$ cat config.mk
export PLATFORM = sky130hd
export DESIGN_NAME = um_init_seq
export DESIGN_NICKNAME = d
export VERILOG_FILES = /design/src/rtl/um_init_pkg.sv /design/src/rtl/um_init_seq_sync_sig.sv /design/src/rtl/um_init_seq.sv
export SDC_FILE = /design/constraint.sdc
export NUM_CORES = 1
export LEC_CHECK = 0
export BUFFER_PORTS_ARGS = -buffer_cell sky130_fd_sc_hd__buf_2
export CAP_MARGIN = 15
export CORE_UTILIZATION = 45
export CTS_CLUSTER_SIZE = 28
export DETAILED_ROUTE_END_ITERATION = 7
export PLACE_DENSITY_LB_ADDON = 0.3
export SYNTH_ARGS = -nofsm -noshare
export SYNTH_HDL_FRONTEND = slang
export SYNTH_HIERARCHICAL = 1
export SYNTH_SLANG_ARGS = --single-unit
$ cat constraint.sdc
create_clock -name clk -period 2.7 [get_ports clk]
set_clock_uncertainty 0.15 [all_clocks]
set_input_delay 0.135 -clock clk [delete_from_list [all_inputs] [get_ports clk]]
set_output_delay 0.135 -clock clk [all_outputs]
set_load 0.02 [all_outputs]
$ cat src/rtl/um_init_pkg.sv
// Package shared by the init sequencer and status-register decode.
// Holds the 3-bit FSM state encoding so software-visible state values
// and the RTL never drift apart.
package um_init_pkg;

  localparam int STATE_W = 3;

  // Encoding is fixed: status decode reads these raw values from state_o.
  typedef enum logic [STATE_W-1:0] {
    ST_WAIT    = 3'd0,
    ST_SETTLE  = 3'd1,
    ST_RELEASE = 3'd2,
    ST_RUN     = 3'd3,
    ST_FAULT   = 3'd4
  } state_e;

endpackage

$ cat src/rtl/um_init_seq_sync_sig.sv
// sync_sig: brings one asynchronous level into the clk domain.
//   clk, rst_n   clock and asynchronous active-low reset
//   async_in     level from another clock domain
//   sync_out     AND of every shift-register tap
// Using the AND of all taps makes rises slow (SHIFT_WIDTH edges) and
// filters pulses shorter than SHIFT_WIDTH cycles, while a fall is seen
// after a single edge -- loss is reported quickly, recovery cautiously.
module sync_sig #(
  parameter int SHIFT_WIDTH = 2
) (
  input  logic clk,
  input  logic rst_n,
  input  logic async_in,
  output logic sync_out
);

  logic [SHIFT_WIDTH-1:0] shreg;

  always_ff @(posedge clk or negedge rst_n) begin
    if (!rst_n) shreg <= '0;
    else        shreg <= {shreg[SHIFT_WIDTH-2:0], async_in};
  end

  assign sync_out = &shreg;

endmodule

$ cat src/rtl/um_init_seq.sv
// um_init_seq: power-up / recovery sequencer for the pipeline.
//   clk, rst_n          clock, asynchronous active-low reset
//   pll_lock_a          PLL locked (asynchronous)
//   link_up_a           link up (asynchronous)
//   soft_rst            synchronous restart request, acted on every cycle
//   stage_rst_n[N-1:0]  per-stage active-low resets, released 0..N-1
//   stage_en[N-1:0]     per-stage enables, all bits move together
//   init_done           high only in RUN
//   fault_cnt           saturating count of FAULT entries
//   state_o             current FSM state (um_init_pkg::state_e encoding)
// All outputs are registered. Priority: soft_rst > loss of ok > progression.
module um_init_seq
  import um_init_pkg::*;
#(
  parameter int NUM_STAGE     = 4,
  parameter int SYNC_WIDTH    = 2,
  parameter int SETTLE_CYCLES = 16,
  parameter int STEP_CYCLES   = 8,
  parameter int CNT_W         = 8
) (
  input  logic                 clk,
  input  logic                 rst_n,
  input  logic                 pll_lock_a,
  input  logic                 link_up_a,
  input  logic                 soft_rst,
  output logic [NUM_STAGE-1:0] stage_rst_n,
  output logic [NUM_STAGE-1:0] stage_en,
  output logic                 init_done,
  output logic [CNT_W-1:0]     fault_cnt,
  output logic [STATE_W-1:0]   state_o
);

  localparam int IDX_W = (NUM_STAGE > 1) ? $clog2(NUM_STAGE) : 1;
  localparam logic [CNT_W-1:0] SETTLE_LAST = CNT_W'(SETTLE_CYCLES - 1);
  localparam logic [CNT_W-1:0] STEP_LAST   = CNT_W'(STEP_CYCLES - 1);
  localparam logic [IDX_W-1:0] IDX_LAST    = IDX_W'(NUM_STAGE - 1);

  logic pll_sync, link_sync, ok;

  sync_sig #(.SHIFT_WIDTH(SYNC_WIDTH)) u_pll_sync (
    .clk(clk), .rst_n(rst_n), .async_in(pll_lock_a), .sync_out(pll_sync)
  );

  sync_sig #(.SHIFT_WIDTH(SYNC_WIDTH)) u_link_sync (
    .clk(clk), .rst_n(rst_n), .async_in(link_up_a), .sync_out(link_sync)
  );

  assign ok = pll_sync & link_sync;

  state_e               state, state_d;
  logic [CNT_W-1:0]     cnt, cnt_d;
  logic [IDX_W-1:0]     idx, idx_d;
  logic [NUM_STAGE-1:0] rst_n_d, en_d;
  logic                 done_d;
  logic [CNT_W-1:0]     fault_d;

  always_ff @(posedge clk or negedge rst_n) begin
    if (!rst_n) begin
      state       <= ST_WAIT;
      cnt         <= '0;
      idx         <= '0;
      stage_rst_n <= '0;
      stage_en    <= '0;
      init_done   <= 1'b0;
      fault_cnt   <= '0;
    end else begin
      state       <= state_d;
      cnt         <= cnt_d;
      idx         <= idx_d;
      stage_rst_n <= rst_n_d;
      stage_en    <= en_d;
      init_done   <= done_d;
      fault_cnt   <= fault_d;
    end
  end

  always_comb begin
    state_d = state;
    cnt_d   = cnt;
    idx_d   = idx;
    rst_n_d = stage_rst_n;
    en_d    = stage_en;
    done_d  = init_done;
    fault_d = fault_cnt;

    if (soft_rst) begin
      // Restart wins over everything, including a simultaneous loss of ok:
      // no fault is counted for a requested restart.
      state_d = ST_WAIT;
      cnt_d   = '0;
      idx_d   = '0;
      rst_n_d = '0;
      en_d    = '0;
      done_d  = 1'b0;
    end else begin
      unique case (state)
        ST_WAIT: begin
          rst_n_d = '0;
          en_d    = '0;
          done_d  = 1'b0;
          cnt_d   = '0;
          if (ok) state_d = ST_SETTLE;
        end
        ST_SETTLE: begin
          if (!ok) begin
            state_d = ST_WAIT;
            cnt_d   = '0;
          end else if (cnt == SETTLE_LAST) begin
            state_d = ST_RELEASE;
            cnt_d   = '0;
            idx_d   = '0;
            rst_n_d = NUM_STAGE'(1);
          end else begin
            cnt_d = cnt + CNT_W'(1);
          end
        end
        ST_RELEASE, ST_RUN: begin
          if (!ok) begin
            // Tear down on the same edge that enters FAULT.
            state_d = ST_FAULT;
            cnt_d   = '0;
            rst_n_d = '0;
            en_d    = '0;
            done_d  = 1'b0;
            fault_d = (&fault_cnt) ? fault_cnt : fault_cnt + CNT_W'(1);
          end else if (state == ST_RELEASE) begin
            if (cnt == STEP_LAST) begin
              cnt_d = '0;
              if (idx == IDX_LAST) begin
                state_d = ST_RUN;
                en_d    = '1;
                done_d  = 1'b1;
              end else begin
                idx_d = idx + IDX_W'(1);
                // Shift in a one so released bits stay a contiguous low run.
                rst_n_d = (stage_rst_n << 1) | NUM_STAGE'(1);
              end
            end else begin
              cnt_d = cnt + CNT_W'(1);
            end
          end
        end
        ST_FAULT: begin
          // ok is deliberately ignored: the hold time always runs out.
          if (cnt == STEP_LAST) begin
            state_d = ST_WAIT;
            cnt_d   = '0;
          end else begin
            cnt_d = cnt + CNT_W'(1);
          end
        end
        default: begin
          state_d = ST_WAIT;
          cnt_d   = '0;
          idx_d   = '0;
          rst_n_d = '0;
          en_d    = '0;
          done_d  = 1'b0;
        end
      endcase
    end
  end

  assign state_o = state;

endmodule

==> metrics.md, run 1 <==
| Metric | Value |
|---|---|
| Antenna diode instance count | `0` |
| Total power per unit cell area | `about 530 nW/um2` |
| Setup Total Neg Slack | `0 ns` |
| Most area-hungry cell type in the Yosys netlist | `sky130_fd_sc_hd__dfrtp_1` |
| Depth of the worst register-to-register path | `5` |
| End-of-flow core utilization | `53.9%` |
| Leakage power summed over all cells | `0.917 nW` |
| First-pass GRT wire length | `5760 um` |
| Sort of element at the end of the critical path | `flip-flop` |
| Core region area | `3690 um2` |
| Via-to-Cell Ratio | `5.67` |
| Wire per inst | `14.0 um` |
| Post-Synthesis Net Count | `between 150 and 200` |
| Post-synth top flop | `sky130_fd_sc_hd__dfrtp_1` |
| Max Clk Rate | `0.452 GHz` |
| Number of antenna violations at the first check in global routing | `0` |
| Highest-count cells in the layout ignoring fill and taps | `sky130_fd_sc_hd__dfrtp_1 (30), sky130_fd_sc_hd__buf_2 (24), sky130_fd_sc_hd__nand2_1 (13), sky130_fd_sc_hd__nor2_1 (13), sky130_fd_sc_hd__nand3_1 (9)` |
| Fill cell total of the finished layout | `333` |
| Final weighted congestion in routability-driven placement | `0.792` |
| CTS-repair resized insts | `0` |
| Synth async-reset ratio | `100%` |
| CTS hold repair buffers | `3` |
| Detailed router's first-iteration violation count | `81` |
| Synth Cell Area | `roughly 1800 um2` |
| Yosys warns | `6` |
| Portion of the clock cycle consumed by the worst path in the final layout | `81.9%` |
| Layout Area Growth over Synthesis | `13.3%` |
| Run status | `complete, no violations` |
| Total gr overflow | `0` |
| Final HPWL DP | `2470 um` |
| Worst VDD drop | `0.320 mV` |
| Max transition margin | `56.2%` |
| Pre-Repair DR Iteration Count | `4` |
| Min cycle time layout | `2.21 ns` |
| CTS Buf Count | `5` |
| Dominant cells by area after synthesis | `sky130_fd_sc_hd__dfrtp_1 (43%), sky130_fd_sc_hd__xnor2_1 (3.0%), sky130_fd_sc_hd__nand2_1 (2.8%), sky130_fd_sc_hd__nor2_1 (2.8%), sky130_fd_sc_hd__nand3_1 (2.6%)` |
| Post-route ant nets | `0` |
| Instance count along the most critical hold path | `2` |
| Post-synthesis cell count | `around 170` |
| Setup violators final | `0` |
| List of cells traversed by the critical path | `or4_4, nor2_2, nand3_1, a21oi_2, mux2_1` |
| Flops & latches, synth | `30` |
| Placement Rows | `22` |
| Critical-path cell with the highest stage delay | `sky130_fd_sc_hd__or4_4` |
| Sinks on Clock Net | `30` |
| DRC violations left | `0` |
| Fraction of layout instances using a drive strength above 1 | `approximately a quarter` |
| RSZ-0062 raised after global routing | `false` |
| Critical path arrival | `approximately 2.2 ns` |
| Hold Fails Final Rpt | `0` |
| Post-synth EDFFs | `0` |
| I/O Pins | `25` |
| Worst hold path class | `in -> reg` |
| Max FO, Critical Path | `5` |
| Die area | `about 4200 um2` |
| Placement-stage worst setup slack | `0.491 ns` |
| CP peak stage delay | `0.61 ns` |
| Sequential-to-total area share from yosys stat | `42.8%` |
| Total routing resource utilization after global routing | `18.0%` |
| Maximum number of pins on one net before global-route repair | `31` |
| Die width | `64.5 um` |
| Count of port buffers added during placement | `24` |
| Total detailed-routing wirelength | `3450 um` |
| Final Net Count | `slightly above 200` |
| Initial Utilization | `between 40% and 50%` |
| Die Span Y | `64.5 um` |
| Clock slew at reported path FFs | `0.07 ns` |
| Least setup slack across all paths after layout | `0.489 ns` |
| Setup Buffers After CTS | `0` |
| Yosys cell types | `53` |
| Detailed-route via count | `1396` |
| Leading cell type in the layout, fill and taps excluded | `sky130_fd_sc_hd__dfrtp_1` |
| Worst-margin pin slew | `0.649 ns` |
| Maximum level of the CTS H-tree | `2` |
| Kind of launch point of the worst setup path | `flip-flop` |
| Vias in the first global route | `1261` |
| Clk Latency, worst-skew pair | `about 0.28 ns` |
| Cell at the root of the clock tree | `sky130_fd_sc_hd__clkbuf_8` |
| Synthesized area divided by synthesized cell count | `10.1 um2` |
| Max-capacitance violation count | `0` |
| Proportion of netlist area held by the largest area contributor | `approximately 43%` |
| Required time at the endpoint of the critical path | `2.72 ns` |
| Pins Over Slew Limit | `0` |
| Maximum root-to-sink buffer count | `2` |
| Category of the most critical setup path | `reg -> reg` |
| Clock tree from TritonCTS | `yes` |
registers in the layout (all words and copies together) (netlist names):
signal / flops
fault_cnt: 8
stage_rst_n: 4
stage_en: 1
u_link_sync/shreg: 2
idx: 2
cnt: 8
state_o: 3
u_pll_sync/shreg: 2
worst paths after layout:
check,startpoint,endpoint,slack (ns)
worst min register to register,u_pll_sync/shreg[0],u_pll_sync/shreg[1],0.22
worst min-delay path,soft_rst,state_o[2],0.04
max in group asynchronous,rst_n,cnt[5],1.72
worst max-delay path,cnt[6],idx[0],0.49
worst max register to register,cnt[6],idx[0],0.49
min in group asynchronous,rst_n,cnt[7],0.26
cell type report:
cell class	count	area, um2	share of cell area, %
Clock buffer	6	72.6	3.65
Clock inverter	2	37.5	1.89
Inverter	6	22.5	1.13
Multi-Input combinational cell	127	895	45.0
Sequential cell	30	751	37.8
Tap cell	48	60.1	3.02
Timing Repair Buffer	27	150	7.55
worst max-delay path: cells and delay by family, from the launching register on:
family	cells	cell delay, ns
simple gates	3	0.96
flops	1	0.42
mux	1	0.34
compound gates	1	0.23
stage by stage:
step                cell area [um2]  hold WS [ns]  cells  total power, mW
CTS                            1990        0.0373    246             1.07
floorplan                      1760        -0.311    174            0.584
global route                   1990        0.0541    246             1.11
finish                         1990        0.0360    246             1.06
global placement               1850        0.0412    235            0.619
detailed placement             1850        0.0534    235            0.623
power by group:
| group | switching [mW] | internal (mW) | total (mW) |
|---|---|---|---|
| logic | 0.0801 | 0.0491 | 0.129 |
| registers | 0.0237 | 0.464 | 0.488 |
| clock network | 0.169 | 0.275 | 0.444 |
routing by layer:
metal  wire, um  vias up  share of wire [%]  track usage [%]
met2       1520       32                 44             27.4
li1           -      681                  -                -
met1       1720      678                 50             24.9
met3        175        5                5.1             5.11
met4         40        0                1.2             5.28
met5          0        -                  0                0
cells by family (layout without fill, tap and decap cells):
group                      Yosys count  count (layout)  synth area share, %
muxes                                2               2                 1.21
DFF                                 30              30                 42.8
and+or+nand+nor                     75              75                 24.9
adders and majority gates            3               3                 2.14
xor gates and xnor gates             8               8                 3.99
AOI/OAI and AO/OA                   39              39                 18.7
buffers and inverters               17              41                 6.27
cells in the mapped netlist (2+ instances only):
cell type / instances
sky130_fd_sc_hd__nor2_1: 13
sky130_fd_sc_hd__and4b_1: 2
sky130_fd_sc_hd__clkbuf_1: 2
sky130_fd_sc_hd__inv_1: 6
sky130_fd_sc_hd__o21ai_0: 5
sky130_fd_sc_hd__buf_4: 4
sky130_fd_sc_hd__nor3b_1: 3
sky130_fd_sc_hd__nand4b_1: 2
sky130_fd_sc_hd__nand4_1: 4
sky130_fd_sc_hd__o31ai_1: 3
sky130_fd_sc_hd__dfrtp_1: 30
sky130_fd_sc_hd__a22o_1: 3
sky130_fd_sc_hd__o21ai_1: 3
sky130_fd_sc_hd__o31ai_2: 3
sky130_fd_sc_hd__nor4_1: 2
sky130_fd_sc_hd__xor2_1: 2
sky130_fd_sc_hd__and2_1: 3
sky130_fd_sc_hd__nor3_1: 3
sky130_fd_sc_hd__and3_1: 4
sky130_fd_sc_hd__buf_6: 4
sky130_fd_sc_hd__nand2_1: 13
sky130_fd_sc_hd__nand3_1: 9
sky130_fd_sc_hd__o211ai_1: 3
sky130_fd_sc_hd__xnor2_1: 6
sky130_fd_sc_hd__a21oi_1: 8
sky130_fd_sc_hd__and3_2: 4
sky130_fd_sc_hd__nor2b_1: 2
sky130_fd_sc_hd__ha_1: 3
Power figures use the tool's default switching activity.
==> run 2: changes to the inputs <==
clock period = 2.1 ns   (was 2.7 ns; I/O delays follow)
==> metrics.md, run 2 (synthesized netlist as in run 1, its figures left out) <==
| Metric | Value |
|---|---|
| Run status | `complete, no violations` |
| Worst hold path class | `in -> async` |
| Switching power | `0.361 mW (+32%)` |
| Detailed router's first-iteration violation count | `53 (-35%)` |
| CP peak stage delay | `0.59 ns (-0.02 ns)` |
| Portion of total power attributed to sequential cells | `45.7% (-0.3 points)` |
| Total gr overflow | `0 (unchanged)` |
| Min cycle time layout | `2.02 ns (-0.191 ns)` |
| Die area | `4150 um2 (unchanged)` |
| Sinks on Clock Net | `30 (unchanged)` |
| First-pass GRT wire length | `6490 um (+13%)` |
| Worst-margin pin slew | `0.650 ns (+0.000526 ns)` |
| RSZ-0062 raised after global routing | `false` |
| Wire per inst | `13.9 um (-0.72%)` |
| Pins Over Slew Limit | `0 (unchanged)` |
| Placement-stage cell area | `1950 um2 (+5.3%)` |
| Post-route ant nets | `0 (unchanged)` |
| Sort of element at the end of the critical path | `flip-flop` |
| Setup Total Neg Slack | `0 ns (unchanged)` |
| Via-to-Cell Ratio | `5.60 (-1.3%)` |
| Clock slew at reported path FFs | `0.07 ns (about the same)` |
| Clock tree from TritonCTS | `yes` |
| Total routing resource utilization after global routing | `20.4% (+2.4 points)` |
| Antenna diode instance count | `0 (unchanged)` |
| Fraction of layout instances using a drive strength above 1 | `31.6% (+7.4 points)` |
| Critical path arrival | `2.04 ns (-0.19 ns)` |
| Final HPWL DP | `2600 um (+5.0%)` |
| Vias in the first global route | `1384 (+9.8%)` |
| Total detailed-routing wirelength | `3620 um (+4.9%)` |
| Count of port buffers added during placement | `24 (unchanged)` |
| Die Span Y | `64.5 um (unchanged)` |
| Maximum root-to-sink buffer count | `2 (unchanged)` |
| Setup violators final | `0 (unchanged)` |
| Leakage power summed over all cells | `0.989 nW (+7.9%)` |
| Pre-Repair DR Iteration Count | `4 (unchanged)` |
| Critical-path cell with the highest stage delay | `sky130_fd_sc_hd__or4_4` |
| Layout Area Growth over Synthesis | `20.0%` |
| CTS Buf Count | `5 (unchanged)` |
| Number of antenna violations at the first check in global routing | `0 (unchanged)` |
| Worst VDD drop | `0.416 mV (+30%)` |
| Internal power | `1.01 mW (+29%)` |
| Combinational share of power | `14.2% (+2.0 points)` |
| Clk Latency, worst-skew pair | `0.29 ns (about the same)` |
| Max transition margin | `56.7% (+0.51 points)` |
| Maximum level of the CTS H-tree | `2 (unchanged)` |
| Switching portion of total power | `26.3% (+0.56 points)` |
| Clk pwr share | `40.1% (-1.7 points)` |
| Hold Fails Final Rpt | `0 (unchanged)` |
| Placed cell count | `248 (+5.5%)` |
| Required time at the endpoint of the critical path | `2.12 ns (-0.60 ns)` |
| Leading cell type in the layout, fill and taps excluded | `sky130_fd_sc_hd__dfrtp_1` |
| Beginning of the critical path | `cnt[6]` |
| Final weighted congestion in routability-driven placement | `0.873 (+10%)` |
| Core region area | `3690 um2 (unchanged)` |
| Registers with the most flip-flops | `cnt: 8 flops, fault_cnt: 8 flops, stage_rst_n: 4 flops` |
| Category of the most critical setup path | `reg -> reg` |
| Detailed-route via count | `1457 (+4.4%)` |
| Cell area after layout | `2110 um2 (+5.9%)` |
| Placement Rows | `22 (unchanged)` |
| Final Net Count | `219 (+6.8%)` |
| Initial Utilization | `47.6% (unchanged)` |
| Max-capacitance violation count | `0 (unchanged)` |
| Portion of the clock cycle consumed by the worst path in the final layout | `96.2% (+14 points)` |
| Reg2Reg Launch Point | `cnt[6]` |
| End-of-flow core utilization | `57.1% (+3.2 points)` |
| Max Clk Rate | `0.495 GHz (+9.4%)` |
| Setup slack, reg-to-reg | `0.08 ns (-0.41 ns)` |
| List of cells traversed by the critical path | `or4_4, nor2_2, nand3_1, a21oi_2, mux2_1` |
| I/O Pins | `25 (unchanged)` |
| Kind of launch point of the worst setup path | `flip-flop` |
| Die width | `64.5 um (unchanged)` |
| Cell at the root of the clock tree | `sky130_fd_sc_hd__clkbuf_8` |
| DRC violations left | `0 (unchanged)` |
| Max FO, Critical Path | `5 (unchanged)` |
| Highest-count cells in the layout ignoring fill and taps | `sky130_fd_sc_hd__dfrtp_1 (27), sky130_fd_sc_hd__buf_2 (24), sky130_fd_sc_hd__nand2_1 (13), sky130_fd_sc_hd__nor2_1 (13), sky130_fd_sc_hd__buf_4 (13)` |
| Maximum number of pins on one net before global-route repair | `31 (unchanged)` |
| Total power per unit cell area | `653 nW/um2 (+22%)` |
| Layout Cells excl Fill | `260 (+5.7%)` |
| Setup Buffers After CTS | `0 (unchanged)` |
-- run 2: cell types whose count changed in the layout (fill, tap and decap cells not counted), moves of 3 or more --
cell                       delta
sky130_fd_sc_hd__clkbuf_8     +3
sky130_fd_sc_hd__dfrtp_2      +3
sky130_fd_sc_hd__buf_4       +13
sky130_fd_sc_hd__dfrtp_1      -3
-- run 2: what timing repair did --
item                       4_1_cts  5_1_grt
gates resized for setup          0        7
hold endpoints to repair        33        0
setup endpoints to repair        0       12
hold buffers                     4        0
-- run 2: power groups by stage --
stage	combinational, mW	clock [mW]	sequential [mW]
final	0.196	0.551	0.628
after global routing	0.218	0.594	0.633
after CTS	0.192	0.560	0.627
after detailed placement	0.185	0	0.638
after global placement	0.183	0	0.636
after floorplan	0.109	0	0.642
-- run 2: final timing paths --
kind                                  endpoint  depth (start not counted)
hold reg to reg            u_pll_sync/shreg[1]                          0
hold / removal                          cnt[4]                          2
max in group asynchronous           state_o[2]                          2
setup reg to reg                        idx[0]                          5
setup / recovery                        idx[0]                          5
min in group clk           u_pll_sync/shreg[1]                          0
-- run 2: per-stage QoR --
step	hold slack, ns	total power, mW	setup slack [ns]
after floorplan	-0.341	0.751	0.0712
after global placement	0.0150	0.819	0.0692
after detailed placement	0.0171	0.823	0.0364
after CTS	0.227	1.38	0.0278
after global routing	0.239	1.45	0.00934
final	0.222	1.38	0.0798
-- run 2: cell type report --
type                       count  area, um2
multi-input combinational    127        901
clock buffer                   8        110
inverter                       6       22.5
sequential                    30        754
tap                           48       60.1
fill                         337       1580
timing repair buffer          41        258
-- run 2: worst max-delay path: cells and delay by family (launching register included) --
family	cells	cell delay, ns
AO/OA/AOI/OAI	1	0.19
flip-flops	1	0.38
multiplexers	1	0.33
AND/OR/NAND/NOR	3	0.84
-- run 2: routing by layer --
layer  global-route usage [%]  vias up  share of wire [%]
met3                     5.81        6                5.4
met2                     31.7       43                 48
met5                        0        -                  0
li1                         -      704                  -
met1                     26.4      704                 45
met4                     9.17        0                1.8
==> run 3: changes to the inputs <==
clock period = 2.5 ns   (was 2.1 ns; I/O delays follow)
==> metrics.md, run 3 (synthesized netlist as in run 1, its figures left out) <==
| Metric | Value |
|---|---|
| Total routing resource utilization after global routing | `19.6% (-0.86 points)` |
| Beginning of the critical path | `cnt[5]` |
| Gate family responsible for the most delay along the worst path | `simple AND/OR/NAND/NOR gates` |
| Required time at the endpoint of the critical path | `2.51 ns (+0.39 ns)` |
| Setup Buffers After CTS | `0 (unchanged)` |
| Worst-margin pin slew | `0.662 ns (+0.0121 ns)` |
| Detailed router's first-iteration violation count | `51 (-3.8%)` |
| First-pass GRT wire length | `6140 um (-5.3%)` |
| Fill cell total of the finished layout | `350 (+3.9%)` |
| CTS-repair resized insts | `0 (unchanged)` |
| Placement Rows | `22 (unchanged)` |
| Max FO, Critical Path | `6 (+1)` |
| Count of port buffers added during placement | `24 (unchanged)` |
| Switching power | `0.282 mW (-22%)` |
| Clk Latency, worst-skew pair | `0.28 ns (about the same)` |
| Stages on worst setup path | `5 (unchanged)` |
| Final weighted congestion in routability-driven placement | `0.826 (-5.4%)` |
| CTS Buf Count | `5 (unchanged)` |
| Sum of internal, switching and leakage power | `1.03 mW (-25%)` |
| Die width | `64.5 um (unchanged)` |
| Die area | `4150 um2 (unchanged)` |
| Kind of launch point of the worst setup path | `flip-flop` |
| Fraction of layout instances using a drive strength above 1 | `23.7% (-7.9 points)` |
| DRC violations left | `0 (unchanged)` |
| Leading cell type in the layout, fill and taps excluded | `sky130_fd_sc_hd__dfrtp_1` |
| Portion of total power attributed to sequential cells | `51.2% (+5.5 points)` |
| Die Span Y | `64.5 um (unchanged)` |
| Clock slew at reported path FFs | `0.06 ns (about the same)` |
| Depth of the worst register-to-register path | `5 (unchanged)` |
| Category of the most critical setup path | `reg -> reg` |
| Reg2Reg Launch Point | `cnt[5]` |
| Clk pwr share | `35.0% (-5.1 points)` |
| Highest-count cells in the layout ignoring fill and taps | `sky130_fd_sc_hd__dfrtp_1 (30), sky130_fd_sc_hd__buf_2 (24), sky130_fd_sc_hd__nand2_1 (13), sky130_fd_sc_hd__nor2_1 (13), sky130_fd_sc_hd__nand3_1 (9)` |
| Run status | `complete, no violations` |
| Worst hold margin | `0.0147 ns (-0.207 ns)` |
| Leakage power summed over all cells | `0.909 nW (-8.2%)` |
| Combinational share of power | `13.9% (-0.3 points)` |
| Antenna diode instance count | `0 (unchanged)` |
| CP Buf/Inv Count | `0 (unchanged)` |
| Maximum number of pins on one net before global-route repair | `31 (unchanged)` |
| Critical-path cell with the highest stage delay | `sky130_fd_sc_hd__or4_4` |
| CP peak stage delay | `0.60 ns (about the same)` |
| Final HPWL DP | `2540 um (-2.2%)` |
| Total power per unit cell area | `525 nW/um2 (-20%)` |
| Initial Utilization | `47.6% (unchanged)` |
| Setup slack, reg-to-reg | `0.27 ns (+0.19 ns)` |
| Wire per inst | `14.7 um (+5.8%)` |
| Sinks on Clock Net | `30 (unchanged)` |
| Via-to-Cell Ratio | `5.77 (+3.0%)` |
| Internal power | `0.749 mW (-26%)` |
| Vias in the first global route | `1348 (-2.6%)` |
| Worst R2R End | `idx[0]` |
| Max-capacitance violation count | `0 (unchanged)` |
| Worst hold path class | `in -> reg` |
| Clock tree from TritonCTS | `yes` |
| Worst VDD drop | `0.367 mV (-12%)` |
| Setup violators final | `0 (unchanged)` |
| Total gr overflow | `0 (unchanged)` |
| Detailed-route via count | `1420 (-2.5%)` |
| Maximum level of the CTS H-tree | `2 (unchanged)` |
| Switching portion of total power | `27.4% (+1.1 points)` |
| Maximum root-to-sink buffer count | `2 (unchanged)` |
| I/O Pins | `25 (unchanged)` |
| Layout Area Growth over Synthesis | `11.8%` |
| Post-route ant nets | `0 (unchanged)` |
| Core region area | `3690 um2 (unchanged)` |
| Portion of the clock cycle consumed by the worst path in the final layout | `89.2% (-7.0 points)` |
| Final Net Count | `206 (-5.9%)` |
| Hold Fails Final Rpt | `0 (unchanged)` |
| List of cells traversed by the critical path | `or4_4, nor2_2, nand3_1, a21oi_2, mux2_1` |
| Cell area after layout | `1960 um2 (-6.8%)` |
| Setup Total Neg Slack | `0 ns (unchanged)` |
| Pre-Repair DR Iteration Count | `4 (unchanged)` |
| RSZ-0062 raised after global routing | `false` |
| Worst setup path endpoint | `idx[0]` |
| Placement-stage cell area | `1860 um2 (-4.6%)` |
| Total detailed-routing wirelength | `3630 um (+0.11%)` |
| Min cycle time layout | `2.23 ns (+0.209 ns)` |
| Sort of element at the end of the critical path | `flip-flop` |
| Max transition margin | `55.9% (-0.81 points)` |
| Number of antenna violations at the first check in global routing | `0 (unchanged)` |
| Critical path arrival | `2.24 ns (+0.20 ns)` |
| Cell at the root of the clock tree | `sky130_fd_sc_hd__clkbuf_8` |
| Max Clk Rate | `0.449 GHz (-9.4%)` |
| Pins Over Slew Limit | `0 (unchanged)` |
| End-of-flow core utilization | `53.2% (-3.9 points)` |
| Registers with the most flip-flops | `cnt: 8 flops, fault_cnt: 8 flops, stage_rst_n: 4 flops` |
==> run 3: cell count changes in the layout (fill, tap and decap cells not counted), moves of 2 or more <==
cell and change:
sky130_fd_sc_hd__buf_4 -12, sky130_fd_sc_hd__clkbuf_8 -3, sky130_fd_sc_hd__dfrtp_1 +3, sky130_fd_sc_hd__dfrtp_2 -3
sky130_fd_sc_hd__clkbuf_1 +2
==> run 3: routing by layer <==
| metal | GRT usage [%] | share of wire (%) |
|---|---|---|
| met5 | 0 | 0 |
| met4 | 10.6 | 1.7 |
| met3 | 7.04 | 6.8 |
| met2 | 28.9 | 46 |
| met1 | 24.9 | 45 |
==> run 3: cell type report <==
cell class	instances	area (um2)	area share (%)
sequential	30	751	38.3
tap	48	60.1	3.06
inverter	6	22.5	1.15
timing repair buffer	28	158	8.04
clock buffer	7	76.3	3.89
multi-input combinational	127	895	45.6
==> run 3: worst min path at each step <==
stage          startpoint    endpoint  slack (ns)  cells after the start
2_1_floorplan       rst_n      cnt[0]       -0.32                      0
3_3_place_gp        rst_n      cnt[0]        0.04                      1
3_5_place_dp        rst_n      cnt[3]        0.04                      1
4_1_cts          soft_rst  state_o[2]       0.006                      2
5_1_grt          soft_rst  state_o[2]        0.04                      2
6_report         soft_rst  state_o[2]        0.01                      2
==> run 3: what timing repair did <==
action	in CTS	in global routing
endpoints found under the setup margin	0	0
hold buffers	3	0
hold endpoints to repair	32	0
==> run 3: power groups by stage <==
| stage | Sequential (mW) | Clock, mW | Combinational [mW] |
|---|---|---|---|
| 2_1_floorplan | 0.539 | 0 | 0.0917 |
| 3_3_place_gp | 0.534 | 0 | 0.140 |
| 3_5_place_dp | 0.536 | 0 | 0.139 |
| 4_1_cts | 0.527 | 0.372 | 0.144 |
| 5_1_grt | 0.530 | 0.388 | 0.158 |
| 6_report | 0.527 | 0.360 | 0.143 |
==> run 3: metrics by stage <==
stage                     worst slack, ns  std cells
final                               0.271        246
after global routing               0.0624        246
after CTS                           0.259        246
after detailed placement            0.293        236
after global placement              0.309        236
after floorplan                     0.471        174
